$ cat config.mk
export PLATFORM = sky130hd
export DESIGN_NAME = icache_direct_flat
export DESIGN_NICKNAME = d
export VERILOG_FILES = /design/src/rtl/cpu_types_pkg.sv /design/src/rtl/icache_direct_if.sv /design/src/rtl/icache_frame_array.sv /design/src/rtl/icache_direct.sv /design/src/flat_wrapper.sv
export SDC_FILE = /design/constraint.sdc
export NUM_CORES = 2
export LEC_CHECK = 0
export BUFFER_PORTS_ARGS = -buffer_cell sky130_fd_sc_hd__buf_4
export CAP_MARGIN = 20
export CELL_PAD_IN_SITES_DETAIL_PLACEMENT = 0
export CELL_PAD_IN_SITES_GLOBAL_PLACEMENT = 1
export CORE_MARGIN = 2
export CORE_UTILIZATION = 30
export DETAILED_ROUTE_END_ITERATION = 10
export PLACE_DENSITY = 0.53
export RECOVER_POWER = 25
export SLEW_MARGIN = 20
export SYNTH_ARGS = -nofsm -noshare
export SYNTH_HDL_FRONTEND = slang
export SYNTH_HIERARCHICAL = 1
export SYNTH_SLANG_ARGS = --single-unit
export TNS_END_PERCENT = 5
$ cat constraint.sdc
create_clock -name CLK -period 7.4 [get_ports CLK]
set_clock_uncertainty 0.15 [all_clocks]
set_input_delay 0.74 -clock CLK [delete_from_list [all_inputs] [get_ports CLK]]
set_output_delay 0.74 -clock CLK [all_outputs]
set_load 0.1 [all_outputs]
$ cat src/rtl/cpu_types_pkg.sv
// Shared CPU types: word type, cache address split and frame layout.
// Default icache geometry is ICACHE_NFRAMES frames of one word each.
package cpu_types_pkg;

    typedef logic [31:0] word_t;

    localparam int ICACHE_NFRAMES = 16;
    localparam int ICACHE_IW      = 4;
    localparam int ICACHE_TW      = 26;

    typedef struct packed {
        logic [ICACHE_TW-1:0] tag;
        logic [ICACHE_IW-1:0] idx;
        logic [1:0]           bytoff;
    } icachef_t;

    typedef struct packed {
        logic                 valid;
        logic [ICACHE_TW-1:0] tag;
        word_t                data;
    } icache_frame_t;

endpackage

$ cat src/rtl/icache_direct_if.sv
// Fetch-side and memory-side handshake bundle of the icache.
// slave: cache view; master: core + memory controller view.
interface icache_direct_if;
    import cpu_types_pkg::*;

    logic  imemREN;
    word_t imemaddr;
    logic  ihit;
    word_t imemload;
    logic  iREN;
    word_t iaddr;
    word_t iload;
    logic  iwait;

    modport slave (
        input  imemREN, imemaddr, iload, iwait,
        output ihit, imemload, iREN, iaddr
    );

    modport master (
        output imemREN, imemaddr, iload, iwait,
        input  ihit, imemload, iREN, iaddr
    );

endinterface

$ cat src/rtl/icache_frame_array.sv
// Frame storage: one combinational read port, one synchronous write
// port, synchronous clear of every frame while nRST is low.
module icache_frame_array
    import cpu_types_pkg::*;
#(
    parameter int NFRAMES = ICACHE_NFRAMES,
    parameter int IW      = $clog2(NFRAMES),
    parameter int TW      = 30 - IW
) (
    input  logic          CLK,
    input  logic          nRST,
    input  logic [IW-1:0] rd_idx,
    output logic          rd_valid,
    output logic [TW-1:0] rd_tag,
    output word_t         rd_data,
    input  logic          we,
    input  logic [IW-1:0] wr_idx,
    input  logic [TW-1:0] wr_tag,
    input  word_t         wr_data
);

    logic [NFRAMES-1:0] valid_q, valid_d;
    logic [TW-1:0]      tag_q  [NFRAMES];
    logic [TW-1:0]      tag_d  [NFRAMES];
    word_t              data_q [NFRAMES];
    word_t              data_d [NFRAMES];

    assign rd_valid = valid_q[rd_idx];
    assign rd_tag   = tag_q[rd_idx];
    assign rd_data  = data_q[rd_idx];

    always_comb begin
        valid_d = valid_q;
        tag_d   = tag_q;
        data_d  = data_q;
        if (we) begin
            valid_d[wr_idx] = 1'b1;
            tag_d[wr_idx]   = wr_tag;
            data_d[wr_idx]  = wr_data;
        end
    end

    always_ff @(posedge CLK) begin
        if (!nRST) begin
            valid_q <= '0;
            for (int i = 0; i < NFRAMES; i++) begin
                tag_q[i]  <= '0;
                data_q[i] <= '0;
            end
        end else begin
            valid_q <= valid_d;
            tag_q   <= tag_d;
            data_q  <= data_d;
        end
    end

endmodule

$ cat src/rtl/icache_direct.sv
// Direct-mapped one-word-per-block icache with IDLE/FILL controller.
// Ports: CLK, nRST, bus (icache_direct_if.slave); hit_count/miss_count
// exist only when ICACHE_STATS_EN is defined.
module icache_direct
    import cpu_types_pkg::*;
#(
    parameter int NFRAMES = ICACHE_NFRAMES
) (
    input  logic CLK,
    input  logic nRST,
    icache_direct_if.slave bus
`ifdef ICACHE_STATS_EN
    ,
    output word_t hit_count,
    output word_t miss_count
`endif
);

    localparam int IW = $clog2(NFRAMES);
    localparam int TW = 30 - IW;

    typedef enum logic {IDLE, FILL} state_t;

    state_t state_q, state_d;
    word_t  miss_addr_q, miss_addr_d;

    logic [IW-1:0] rd_idx;
    logic [TW-1:0] req_tag;
    logic          rd_valid;
    logic [TW-1:0] rd_tag;
    word_t         rd_data;
    logic          we;
    logic          hit;
    logic          iren;
    word_t         iaddr;
    logic          unused_bits;

    assign rd_idx  = bus.imemaddr[IW+1:2];
    assign req_tag = bus.imemaddr[31:IW+2];
    assign unused_bits = ^{bus.imemaddr[1:0], miss_addr_q[1:0]};

    icache_frame_array #(
        .NFRAMES (NFRAMES),
        .IW      (IW),
        .TW      (TW)
    ) u_frames (
        .CLK      (CLK),
        .nRST     (nRST),
        .rd_idx   (rd_idx),
        .rd_valid (rd_valid),
        .rd_tag   (rd_tag),
        .rd_data  (rd_data),
        .we       (we),
        .wr_idx   (miss_addr_q[IW+1:2]),
        .wr_tag   (miss_addr_q[31:IW+2]),
        .wr_data  (bus.iload)
    );

    assign hit = (state_q == IDLE) && bus.imemREN &&
                 rd_valid && (rd_tag == req_tag);

    always_comb begin
        state_d     = state_q;
        miss_addr_d = miss_addr_q;
        iren        = 1'b0;
        iaddr       = '0;
        we          = 1'b0;
        unique case (state_q)
            IDLE: begin
                if (bus.imemREN && !hit) begin
                    miss_addr_d = {bus.imemaddr[31:2], 2'b00};
                    state_d     = FILL;
                end
            end
            FILL: begin
                // Redirects are ignored: the fill finishes on the latched word.
                iren  = 1'b1;
                iaddr = miss_addr_q;
                if (!bus.iwait) begin
                    we      = 1'b1;
                    state_d = IDLE;
                end
            end
            default: state_d = IDLE;
        endcase
    end

    always_ff @(posedge CLK) begin
        if (!nRST) begin
            state_q     <= IDLE;
            miss_addr_q <= '0;
        end else begin
            state_q     <= state_d;
            miss_addr_q <= miss_addr_d;
        end
    end

    assign bus.ihit     = hit;
    assign bus.imemload = rd_data;
    assign bus.iREN     = iren;
    assign bus.iaddr    = iaddr;

`ifdef ICACHE_STATS_EN
    word_t hit_count_q, hit_count_d;
    word_t miss_count_q, miss_count_d;
    logic  miss_start;

    assign miss_start = (state_q == IDLE) && (state_d == FILL);

    always_comb begin
        hit_count_d  = hit_count_q;
        miss_count_d = miss_count_q;
        if (hit && hit_count_q != '1)
            hit_count_d = hit_count_q + 32'd1;
        if (miss_start && miss_count_q != '1)
            miss_count_d = miss_count_q + 32'd1;
    end

    always_ff @(posedge CLK) begin
        if (!nRST) begin
            hit_count_q  <= '0;
            miss_count_q <= '0;
        end else begin
            hit_count_q  <= hit_count_d;
            miss_count_q <= miss_count_d;
        end
    end

    assign hit_count  = hit_count_q;
    assign miss_count = miss_count_q;
`endif

endmodule
$ cat src/flat_wrapper.sv
// flat-port wrapper written by rule: the top's interface ports become plain ports
module icache_direct_flat import cpu_types_pkg::*;
#(
    parameter int NFRAMES = ICACHE_NFRAMES
)
  (CLK, nRST, bus_imemREN, bus_imemaddr, bus_iload, bus_iwait, bus_ihit, bus_imemload, bus_iREN, bus_iaddr);
  icache_direct_if bus_i ();
  input  logic CLK;
  input  logic nRST;
  input wire logic [$bits(bus_i.imemREN)-1:0] bus_imemREN;
  input wire logic [$bits(bus_i.imemaddr)-1:0] bus_imemaddr;
  input wire logic [$bits(bus_i.iload)-1:0] bus_iload;
  input wire logic [$bits(bus_i.iwait)-1:0] bus_iwait;
  output wire logic [$bits(bus_i.ihit)-1:0] bus_ihit;
  output wire logic [$bits(bus_i.imemload)-1:0] bus_imemload;
  output wire logic [$bits(bus_i.iREN)-1:0] bus_iREN;
  output wire logic [$bits(bus_i.iaddr)-1:0] bus_iaddr;
  assign bus_i.imemREN = bus_imemREN;
  assign bus_i.imemaddr = bus_imemaddr;
  assign bus_i.iload = bus_iload;
  assign bus_i.iwait = bus_iwait;
  assign bus_ihit = bus_i.ihit;
  assign bus_imemload = bus_i.imemload;
  assign bus_iREN = bus_i.iREN;
  assign bus_iaddr = bus_i.iaddr;
  icache_direct #(.NFRAMES(NFRAMES)) u_core (.CLK(CLK), .nRST(nRST), .bus(bus_i));
endmodule
==> flow_metrics.env <==
export IMPL_run_status="finished with violations"
export IMPL_failed_checks="capacitance limit, slew limit"
export IMPL_firstDrtPassIters=6
export IMPL_timing_critical_path_from_type="flip-flop"
export IMPL_setup_violations=0
export IMPL_critPathRequiredTime_ns=7.88
export IMPL_initial_core_util_pct=30.1
export IMPL_hold_buffers=0
export IMPL_synth_warnings=6
export IMPL_insertion_delay_ns=0.74
export IMPL_routed_wl_mm=182
export IMPL_avgSynthCellArea_um2=9.24
export IMPL_io_buffer_count=129
export IMPL_dp_hpwl_mm=87.9
export IMPL_initialDrtViolationCount=3388
export IMPL_vias=39600
export IMPL_ys_ff_latch=975
export IMPL_relSlewSlack_pct=-142
export IMPL_die_area_um2=159000
export IMPL_cp_max_fo=49
export IMPL_place_congestion=0.748
export IMPL_ant_nets=0
export IMPL_hp_class="input port to flip-flop"
export IMPL_period_share_pct=83.0
export IMPL_finish_net_count=4731
export IMPL_slew_violations=450
export IMPL_worst_path_largest_cell_delay_ns=2.61
export IMPL_worst_slew_pin_slew_ns=3.62
export IMPL_grt_busiest_layer="met2"
export IMPL_hold_viol_final=0
export IMPL_cts_reportedPaths_clkPinSlew_ns=0.06
export IMPL_fin_ws_ns=1.26
export IMPL_power_w=0.0121
export IMPL_cts_inserted_buffers=114
export IMPL_path_class="flip-flop to flip-flop"
export IMPL_seq_area_um2=19500
export IMPL_track_usage_pct=22.3
export IMPL_synthTopCellsByArea="dfxtp_1 42%, mux4_2 11%, a21boi_0 11%, nand3_1 9.9%, o21ai_0 9.8%"
export IMPL_whs_ns=0.0929
export IMPL_grt_start_max_net_pins=233
export IMPL_final_layout_size_suffix_gt1_share_pct=12.8
export IMPL_power_density_nw_per_um2=234
export IMPL_async_flop_share_pct=0
export IMPL_wire_per_inst_um=26.6
export IMPL_drc=0
export IMPL_clockBufferDepth=3
export IMPL_nFillCells=15900
export IMPL_worstPathArrival_ns=6.62
export IMPL_max_freq_mhz=163
export IMPL_setup_tns_ns=0
export IMPL_htree_levels=3
export IMPL_ctsResizeCount=0
export IMPL_viasPerCell=5.81
export IMPL_crit_slowest_cell="and3b_1"
export IMPL_yosysTopAreaCellShare_pct=41.7
export IMPL_pre_cts_ws_ns=2.08
export IMPL_drv_cap=9
export IMPL_overflow=0
export IMPL_cts_tree="built"
export IMPL_first_global_vias=39100
export IMPL_yosysUniqueCellTypes=44
export IMPL_synthFlopType="dfxtp_1"
export IMPL_syn_inst=5071
export IMPL_rows=145
export IMPL_chipHeight_um=399
export IMPL_ios=134
export IMPL_clock_sinks=975
export IMPL_die_w_um=399
export IMPL_rsz0062_at_grt="no"
export IMPL_post_route_util_pct=33.2
export IMPL_yosysSeqAreaShare_pct=41.7
export IMPL_syn_area_um2=46900
export IMPL_leakagePower_nw=16.0
export IMPL_period_needed_ns=6.14
export IMPL_endpoint_kind="flip-flop"
export IMPL_area_delta_synth_final_pct=10.3
export IMPL_synth_edff_count=0
export IMPL_post_cts_buffers=0
export IMPL_core_area_um2=156000
export IMPL_grt_antenna_before_repair=14
export IMPL_met2_usage_pct=35.4
export IMPL_grt_pass1_wl_mm=272
export IMPL_crit_chain="nor2b_1 -> clkbuf_1 -> and3b_1 -> buf_4 -> nand3_1 -> a21boi_0"
export IMPL_clockRootBuffer="clkbuf_16"
export IMPL_yosys_area_top_type="dfxtp_1"
export IMPL_multi_input_area_um2=24100
export IMPL_grt_util_met1_pct=32.2
export IMPL_ir_drop_v=0.000173
export IMPL_gr_usage_met3_pct=2.79
## critical path, delay by kind of cell (launching register included)
kind | cells | cell delay [ns]
AND/OR/NAND/NOR | 3 | 2.99
flip-flops | 1 | 0.97
AO/OA/AOI/OAI | 1 | 0.21
buffers and inverters | 2 | 1.60
## area by class of cell
type                            instances  area share (%)
Multi-Input combinational cell       3372            46.6
Sequential cell                       975            37.8
Clock buffer                          187            6.94
Tap cell                             2058            4.98
Timing Repair Buffer                  199            3.18
Clock inverter                         25           0.470
Antenna cell                            2         0.00968
Inverter                                1         0.00726
## sequential cells by signal (all words and copies together), names as in the netlist
signal / count
u_core/u_frames/valid_q: 16
u_core/state_q: 1
u_core/u_frames/tag_q: 416
u_core/u_frames/data_q: 512
u_core/miss_addr_q: 30
## per-layer routing
layer | up-vias | part of all wire (%)
met5 | - | 0.017
met4 | 4 | 1.7
met3 | 207 | 5.0
met2 | 1092 | 46
met1 | 20500 | 48
li1 | 17800 | -
## metrics by stage
step,instances,cell area [µm²]
2_1_floorplan,5072,46900
3_3_place_gp,6602,48000
3_5_place_dp,6603,48000
4_1_cts,6815,51800
5_1_grt,6819,51700
6_report,6819,51700
## layout by cell type (no fill, tap or decap), types with 30 or more instances in the layout
| cell | netlist | routed |
|---|---|---|
| and2_1 | 32 | 30 |
| dfxtp_1 | 975 | 975 |
| nand3_1 | 931 | 930 |
| clkbuf_8 | 0 | 42 |
| a22oi_1 | 118 | 118 |
| clkbuf_16 | 0 | 116 |
| nand2_1 | 60 | 59 |
| buf_4 | 34 | 141 |
| mux4_2 | 236 | 236 |
| a22o_1 | 30 | 30 |
| a21boi_1 | 259 | 209 |
| clkbuf_1 | 438 | 63 |
| a21boi_0 | 669 | 719 |
| o21ai_0 | 915 | 915 |
## logic make-up after synthesis
group,after synthesis,share of synthesized area (%)
AOI/OAI and AO/OA,2023,27.5
and+or+nand+nor,1085,11.8
DFF,975,41.7
buffers and inverters,725,7.16
muxes,236,11.3
xor gates and xnor gates,26,0.486
other,1,0.00800
## cell usage after synthesis, drive strengths merged, types with 2 or more instances
library cell	count
o21ai	928
nor4	9
nand2b	3
dfxtp	975
nand4b	2
nand3	931
xnor2	3
and3b	4
and3	2
a21boi	928
nand2	60
xor2	23
nand3b	5
mux4	236
a22oi	118
nor2	4
nand4	3
nor3b	2
a21oi	16
clkbuf	444
a22o	30
and2	32
nor2b	21
buf	280
or3b	2
## report_power, final
| part | internal (W) | total, W | switching, W |
|---|---|---|---|
| Combinational | 0.000229 | 0.000956 | 0.000727 |
| Clock | 0.00339 | 0.00579 | 0.00239 |
| Sequential | 0.00528 | 0.00536 | 0.0000871 |
| Total | 0.00890 | 0.0121 | 0.00321 |
## final timing paths
path	startpoint	to	slack (ns)	cells past startpoint
worst max-delay path	u_core/state_q	u_core/u_frames/data_q[43]	1.26	6
worst max register to register	u_core/state_q	u_core/u_frames/data_q[43]	1.26	6
worst min-delay path	bus_imemaddr[26]	u_core/miss_addr_q[26]	0.09	2
worst min register to register	u_core/u_frames/data_q[339]	u_core/u_frames/data_q[339]	0.32	2
Power figures use the tool's default switching activity.
